--- src/rtl/temperature_monitor_seq_pkg.sv ---
// Shared types and helpers for the sequential temperature monitor.
// Holds the FSM state encoding, a constant clog2 and the default thresholds.
package temperature_monitor_seq_pkg;

    typedef enum logic [1:0] {
        StIdle,
        StAccum,
        StDivide,
        StFinish
    } state_e;

    localparam int unsigned DefNSensors = 5;
    localparam int unsigned DefDataW    = 8;
    localparam int unsigned DefTLow     = 19;
    localparam int unsigned DefTHigh    = 26;
    localparam int unsigned DefHyst     = 1;
    localparam int unsigned DefAlertCnt = 2;

    function automatic int unsigned clog2(input int unsigned value);
        int unsigned res;
        res = 0;
        while ((64'd1 << res) < 64'(value)) begin
            res++;
        end
        return res;
    endfunction

endpackage

--- src/rtl/temperature_monitor_seq_divider.sv ---
// Restoring unsigned divider: one quotient bit per cycle, W cycles after start.
// done_o flags the cycle whose closing edge writes the final quotient/remainder.
module temperature_monitor_seq_divider
    import temperature_monitor_seq_pkg::*;
#(
    parameter int unsigned W = 11
) (
    input  logic         clk_i,
    input  logic         rst_i,
    input  logic         start_i,
    input  logic [W-1:0] dividend_i,
    input  logic [W-1:0] divisor_i,
    output logic         busy_o,
    output logic         done_o,
    output logic [W-1:0] quotient_o,
    output logic [W-1:0] remainder_o
);

    localparam int unsigned StepW = (clog2(W) > 0) ? clog2(W) : 1;

    logic [W-1:0]     quo_q, rem_q, div_q;
    logic [W-1:0]     quo_d, rem_d;
    logic [StepW-1:0] step_q;
    logic             busy_q;
    logic [W:0]       rem_sh;

    always_comb begin
        rem_sh = {rem_q, quo_q[W-1]};
        quo_d  = quo_q << 1;
        rem_d  = rem_sh[W-1:0];
        if (rem_sh >= {1'b0, div_q}) begin
            rem_d    = W'(rem_sh - {1'b0, div_q});
            quo_d[0] = 1'b1;
        end
    end

    always_ff @(posedge clk_i) begin
        if (rst_i) begin
            quo_q  <= '0;
            rem_q  <= '0;
            div_q  <= '0;
            step_q <= '0;
            busy_q <= 1'b0;
        end else if (start_i) begin
            quo_q  <= dividend_i;
            rem_q  <= '0;
            div_q  <= divisor_i;
            step_q <= '0;
            busy_q <= 1'b1;
        end else if (busy_q) begin
            quo_q  <= quo_d;
            rem_q  <= rem_d;
            step_q <= step_q + StepW'(1);
            if (step_q == StepW'(W - 1)) begin
                busy_q <= 1'b0;
            end
        end
    end

    assign busy_o      = busy_q;
    assign done_o      = busy_q && (step_q == StepW'(W - 1));
    assign quotient_o  = quo_q;
    assign remainder_o = rem_q;

endmodule

--- src/rtl/temperature_monitor_seq.sv ---
// Sequential sensor averager: accumulates enabled channels one per cycle, divides by the
// active count, rounds half-up and drives the LED value plus a debounced hysteresis alert.
module temperature_monitor_seq
    import temperature_monitor_seq_pkg::*;
#(
    parameter int unsigned N_SENSORS = DefNSensors,
    parameter int unsigned DATA_W    = DefDataW,
    parameter int unsigned T_LOW     = DefTLow,
    parameter int unsigned T_HIGH    = DefTHigh,
    parameter int unsigned HYST      = DefHyst,
    parameter int unsigned ALERT_CNT = DefAlertCnt,
    localparam int unsigned CNT_W    = clog2(N_SENSORS + 1),
    localparam int unsigned SUM_W    = DATA_W + clog2(N_SENSORS)
) (
    input  logic                          clk_i,
    input  logic                          rst_i,
    input  logic [N_SENSORS*DATA_W-1:0]   sensors_data_i,
    input  logic [N_SENSORS-1:0]          sensors_en_i,
    input  logic                          sample_valid_i,
    output logic                          sample_ready_o,
    output logic [DATA_W-1:0]             led_output_o,
    output logic                          avg_valid_o,
    output logic [CNT_W-1:0]              nr_active_o,
    output logic                          no_sensor_o,
    output logic                          alert_o
);

    localparam int unsigned AcntW = clog2(ALERT_CNT + 1);

    state_e                        state_q;
    logic [N_SENSORS*DATA_W-1:0]   data_q;
    logic [N_SENSORS-1:0]          en_q;
    logic [CNT_W-1:0]              idx_q, cnt_q, cnt_d, nr_active_q;
    logic [SUM_W-1:0]              sum_q, sum_d;
    logic [DATA_W-1:0]             led_q, avg_sat;
    logic                          valid_q, no_sensor_q, alert_q;
    logic [AcntW-1:0]              set_cnt_q, clr_cnt_q, set_inc, clr_inc;
    logic                          last_chan, div_start, div_busy, div_done;
    logic [SUM_W-1:0]              div_q, div_r;
    logic [SUM_W:0]                rem2, avg_full;
    logic                          round_up, out_rng, in_rng;
    logic [31:0]                   avg_w;

    temperature_monitor_seq_divider #(
        .W (SUM_W)
    ) u_divider (
        .clk_i       (clk_i),
        .rst_i       (rst_i),
        .start_i     (div_start),
        .dividend_i  (sum_d),
        .divisor_i   (SUM_W'(cnt_d)),
        .busy_o      (div_busy),
        .done_o      (div_done),
        .quotient_o  (div_q),
        .remainder_o (div_r)
    );

    always_comb begin
        // Data/enable registers shift down so channel k is always at the low slot.
        sum_d     = sum_q + (en_q[0] ? SUM_W'(data_q[DATA_W-1:0]) : SUM_W'(0));
        cnt_d     = cnt_q + CNT_W'(en_q[0]);
        last_chan = (idx_q == CNT_W'(N_SENSORS - 1));
        div_start = (state_q == StAccum) && last_chan && (cnt_d != '0) && !div_busy;

        rem2      = {div_r, 1'b0};
        round_up  = (rem2 >= (SUM_W + 1)'(cnt_q));
        avg_full  = {1'b0, div_q} + (SUM_W + 1)'(round_up);
        avg_sat   = (|avg_full[SUM_W:DATA_W]) ? '1 : avg_full[DATA_W-1:0];
        avg_w     = 32'(avg_sat);

        out_rng   = (avg_w < T_LOW) || (avg_w > T_HIGH);
        in_rng    = (avg_w >= T_LOW + HYST) && (avg_w <= T_HIGH - HYST);
        set_inc   = set_cnt_q + AcntW'(1);
        clr_inc   = clr_cnt_q + AcntW'(1);
    end

    always_ff @(posedge clk_i) begin
        if (rst_i) begin
            state_q     <= StIdle;
            data_q      <= '0;
            en_q        <= '0;
            idx_q       <= '0;
            cnt_q       <= '0;
            sum_q       <= '0;
            led_q       <= '0;
            valid_q     <= 1'b0;
            nr_active_q <= '0;
            no_sensor_q <= 1'b0;
            alert_q     <= 1'b0;
            set_cnt_q   <= '0;
            clr_cnt_q   <= '0;
        end else begin
            valid_q <= 1'b0;
            case (state_q)
                StIdle: begin
                    if (sample_valid_i) begin
                        data_q  <= sensors_data_i;
                        en_q    <= sensors_en_i;
                        sum_q   <= '0;
                        cnt_q   <= '0;
                        idx_q   <= '0;
                        state_q <= StAccum;
                    end
                end
                StAccum: begin
                    sum_q  <= sum_d;
                    cnt_q  <= cnt_d;
                    data_q <= data_q >> DATA_W;
                    en_q   <= en_q >> 1;
                    idx_q  <= idx_q + CNT_W'(1);
                    if (last_chan) begin
                        state_q <= (cnt_d == '0) ? StFinish : StDivide;
                    end
                end
                StDivide: begin
                    if (div_done) begin
                        state_q <= StFinish;
                    end
                end
                StFinish: begin
                    valid_q     <= 1'b1;
                    nr_active_q <= cnt_q;
                    state_q     <= StIdle;
                    if (cnt_q == '0) begin
                        led_q       <= '0;
                        no_sensor_q <= 1'b1;
                        alert_q     <= 1'b1;
                        set_cnt_q   <= '0;
                        clr_cnt_q   <= '0;
                    end else begin
                        led_q       <= avg_sat;
                        no_sensor_q <= 1'b0;
                        if (!alert_q) begin
                            clr_cnt_q <= '0;
                            if (!out_rng) begin
                                set_cnt_q <= '0;
                            end else if (set_inc == AcntW'(ALERT_CNT)) begin
                                alert_q   <= 1'b1;
                                set_cnt_q <= '0;
                            end else begin
                                set_cnt_q <= set_inc;
                            end
                        end else begin
                            set_cnt_q <= '0;
                            if (!in_rng) begin
                                clr_cnt_q <= '0;
                            end else if (clr_inc == AcntW'(ALERT_CNT)) begin
                                alert_q   <= 1'b0;
                                clr_cnt_q <= '0;
                            end else begin
                                clr_cnt_q <= clr_inc;
                            end
                        end
                    end
                end
                default: state_q <= StIdle;
            endcase
        end
    end

    assign sample_ready_o = (state_q == StIdle);
    assign led_output_o   = led_q;
    assign avg_valid_o    = valid_q;
    assign nr_active_o    = nr_active_q;
    assign no_sensor_o    = no_sensor_q;
    assign alert_o        = alert_q;

endmodule

--- config.mk ---
export PLATFORM = sky130hd
export DESIGN_NAME = temperature_monitor_seq
export DESIGN_NICKNAME = d
export VERILOG_FILES = /design/src/rtl/temperature_monitor_seq_pkg.sv /design/src/rtl/temperature_monitor_seq_divider.sv /design/src/rtl/temperature_monitor_seq.sv
export SDC_FILE = /design/constraint.sdc
export NUM_CORES = 1
export LEC_CHECK = 0
export ABC_AREA = 1
export BUFFER_PORTS_ARGS = -buffer_cell sky130_fd_sc_hd__buf_2
export CORE_MARGIN = 5
export CORE_UTILIZATION = 40
export CTS_CLUSTER_DIAMETER = 30
export CTS_CLUSTER_SIZE = 10
export DETAILED_ROUTE_END_ITERATION = 10
export GPL_TIMING_DRIVEN = 0
export PLACE_DENSITY = 0.62
export SETUP_SLACK_MARGIN = 0.3
export SKIP_LAST_GASP = 1
export SYNTH_ARGS = -nofsm -noshare
export SYNTH_HDL_FRONTEND = slang
export SYNTH_HIERARCHICAL = 1
export SYNTH_SLANG_ARGS = --single-unit
--- constraint.sdc ---
create_clock -name clk_i -period 3 [get_ports clk_i]
set_input_delay 0 -clock clk_i [delete_from_list [all_inputs] [get_ports clk_i]]
set_output_delay 0 -clock clk_i [all_outputs]
set_load 0.01 [all_outputs]
==> results.toml <==
[timing]
fin_crit_ps = 2660
post-route-worst-setup-slack_ps = 342
worst_slew_pin_slew_ps = 700
fmax_ghz = 0.376
period_share = 0.886
slew_violations = 0
finalHoldViolCount = 0
setup_viol = 0
rsz0062_at_grt = "true"
slew-limit-headroom = 0.533
finClkSkew_ps = 13.6

[drt]
vias = 6667
viasPerCell = 5.00
drt-total-wl_um = 19100
ant_nets = 0
wl_per_cell_um = 14.3
drtIter0Drc = 382
drc = 0
dr.pass1.iters = 5

[place]
dpl_worst_slack_ps = -93.5
hpwl_um = 13800
gp_congestion = 0.875
io_buffers = 62

[clock_network]
clock_latency_ps = 420
htreeDepth = 4
cts_buffers = 17
root_buffer = "clkbuf_16"
clock-sinks = 120
clk_pin_slew_worst_paths_ps = 50
cts_tree = "yes"
cts_max_path_buffers = 2

[pwr]
max-vdd-ir-drop_v = 0.000455
seqPwrFrac = 0.401
powerDensity_nw_per_um2 = 574
power_frac_clock = 0.396
leakagePower_uw = 0.00382
internal-power_uw = 3350
p_comb_frac = 0.203
p_sw_frac = 0.320
switching_power_uw = 1580

[synthesis]
yosysWarnings = 6
yosysMostFrequentCell = "nand2_1"
ys_types = 45
synthesis.area_um2 = 6610
ys_seq_elements = 120
yosysSeqAreaShare = 0.363
synth_area_per_cell_um2 = 6.93
synth_simple_gate_area_frac = 0.292
netlist_top_cells_area = "dfxtp_1 (36%), nand2_1 (16%), ha_1 (6.2%)"
synthFlopType = "dfxtp_1"
synth_common_cells = "nand2_1 (283), dfxtp_1 (120), inv_1 (104), a21oi_1 (75), o21ai_0 (50)"
syn_inst = 954
yosys.area_share.adder = 0.0685
synth_top_area_share = 0.363
yosys.area.top_type = "dfxtp_1"
synth_edf_count = 0
synthMuxAreaShare = 0
synth_top_family_by_area = "simple AND/OR/NAND/NOR gates"
synth_compound_area_frac = 0.158
synth_xor_area_frac = 0.0225
async_flop_share = 0

[setup_path]
cp_slowest_cell = "dfxtp_2"
slowest_delay_ps = 340
crit_type = "flop to flop"
critPathCaptureType = "flop"
critPathRequiredTime_ps = 3310
crit_path_cell_trace = "inv_2, ha_4, a21oi_2, o2111ai_4, ha_4, nand2_4, nor2_4, nand3_2, nand2_4, nand3_2, nor2_4, nand3_1, nand3_2, nand4_1, nand2_1, inv_2, nor2_2, nor2_1"
worst_setup_path_start_kind = "flop"
crit_arrival_ps = 2970
cp_max_fo = 8
path_common_cell = "nand3_2"

[finish]
num-nets-final = 1183
area.growth.synth_to_final_pct = 30.0
utilization = 0.524
antenna_cells = 0
drive_gt1_frac = 0.173

[global_route]
grt_first_pass_wirelength_um = 31100
grt_max_degree = 17
gr-usage-all-layers = 0.198
antenna_found_initial = 0
overflow = 0
grt_pass1_vias = 6365

[outcome]
run_status = "completed"

[floorplan]
start_util = 0.403
die_w_um = 139
rows = 47
die_h_um = 139
design.core.area_um2 = 16400
dieArea_um2 = 19200
pin_count = 63

[flow_run]
cap_viol_max_count = 0

[hold_path]
hp-class = "input port to flop"
[placed cells by master, fill, tap and decap left out, drive strengths merged, types with 12 or more instances in the layout]
master	instances
inv	112
a21oi	78
nor2	54
xor2	12
nor3	14
dlygate4sd3	46
clkbuf	57
o21ai	52
a31oi	38
dfxtp	120
buf	82
nand3	46
nand2	295
nand4	18
ha	33
[cells by family after synthesis]
group / count (synthesis)
and+or+nand+nor: 439
AOI/OAI and AO/OA: 185
buffers and inverters: 157
DFF: 120
adders and majority gates: 35
xor gates and xnor gates: 17
other: 1
[per-stage QoR]
| step | power, uW | setup TNS (ps) | hold slack [ps] | instances | area, um^2 |
|---|---|---|---|---|---|
| 3_5_place_dp | 2930 | -113 | 263 | 1243 | 7220 |
| 2_1_floorplan | 2590 | 0 | 69.1 | 961 | 6640 |
| 4_1_cts | 4930 | 0 | 112 | 1325 | 8380 |
| 5_1_grt | 5190 | 0 | 224 | 1333 | 8590 |
| 3_3_place_gp | 2920 | -73.9 | 261 | 1243 | 7220 |
| 6_report | 4930 | 0 | 169 | 1333 | 8590 |
[power groups by stage]
stage | Combinational [uW] | Sequential [uW] | Clock [uW]
final | 1000 | 1970 | 1950
after global routing | 1130 | 2000 | 2060
after CTS | 984 | 1970 | 1980
after floorplan | 631 | 1950 | 0
after global placement | 920 | 2000 | 0
after detailed placement | 933 | 2000 | 0
[path summary, 6_finish.rpt]
path / start / endpoint / slack [ps] / depth (start not counted)
max: cnt_q[1]$_SDFFE_PP0P_ / alert_o$_SDFFE_PP0P_ / 340 / 18
min: sample_valid_i / state_q[0]$_SDFFE_PP0P_ / 170 / 5
max reg2reg: cnt_q[1]$_SDFFE_PP0P_ / alert_o$_SDFFE_PP0P_ / 340 / 18
min reg2reg: set_cnt_q[1]$_SDFFE_PP0P_ / set_cnt_q[1]$_SDFFE_PP0P_ / 450 / 2
[state kept, by name (all words and copies together), names as in the netlist, 2 cells and up]
| register | flops |
|---|---|
| data_q | 40 |
| u_divider/step_q | 4 |
| idx_q | 3 |
| led_output_o | 8 |
| state_q | 2 |
| u_divider/quotient_o | 11 |
| u_divider/div_q | 11 |
| en_q | 5 |
| u_divider/remainder_o | 11 |
| sum_q | 11 |
| clr_cnt_q | 2 |
| set_cnt_q | 2 |
| nr_active_o | 3 |
| cnt_q | 3 |
[layout make-up]
cell class / count / area (um^2)
fill: 1562 / 7820
multi-input combinational: 684 / 3820
sequential: 120 / 2410
timing repair buffer: 120 / 865
clock buffer: 19 / 453
inverter: 111 / 417
tap: 220 / 275
buffer: 46 / 225
clock inverter: 13 / 121
[worst max-delay path: cells and delay by family, from the launching register on]
family / cells / cell delay, ps
compound gates: 2 / 360
fa+ha+maj: 2 / 460
buf+inv: 2 / 80
flops: 1 / 340
simple gates: 12 / 1300
[repair_timing]
item,4_1_cts,5_1_grt
buffers inserted,4,8
pin swaps,9,20
gates resized for setup,20,39
hold endpoints to repair,47,0
hold buffers,46,0
setup endpoints to repair,9,42
[metal layers]
metal  track usage  share of wire  vias to the layer above
met2         0.337           0.49                      172
met3        0.0476          0.048                       23
met4        0.0624          0.019                        0
met1         0.247           0.45                     3055
li1              -              -                     3417
met5             0              0                        -
(Power assumes the default switching activity.)
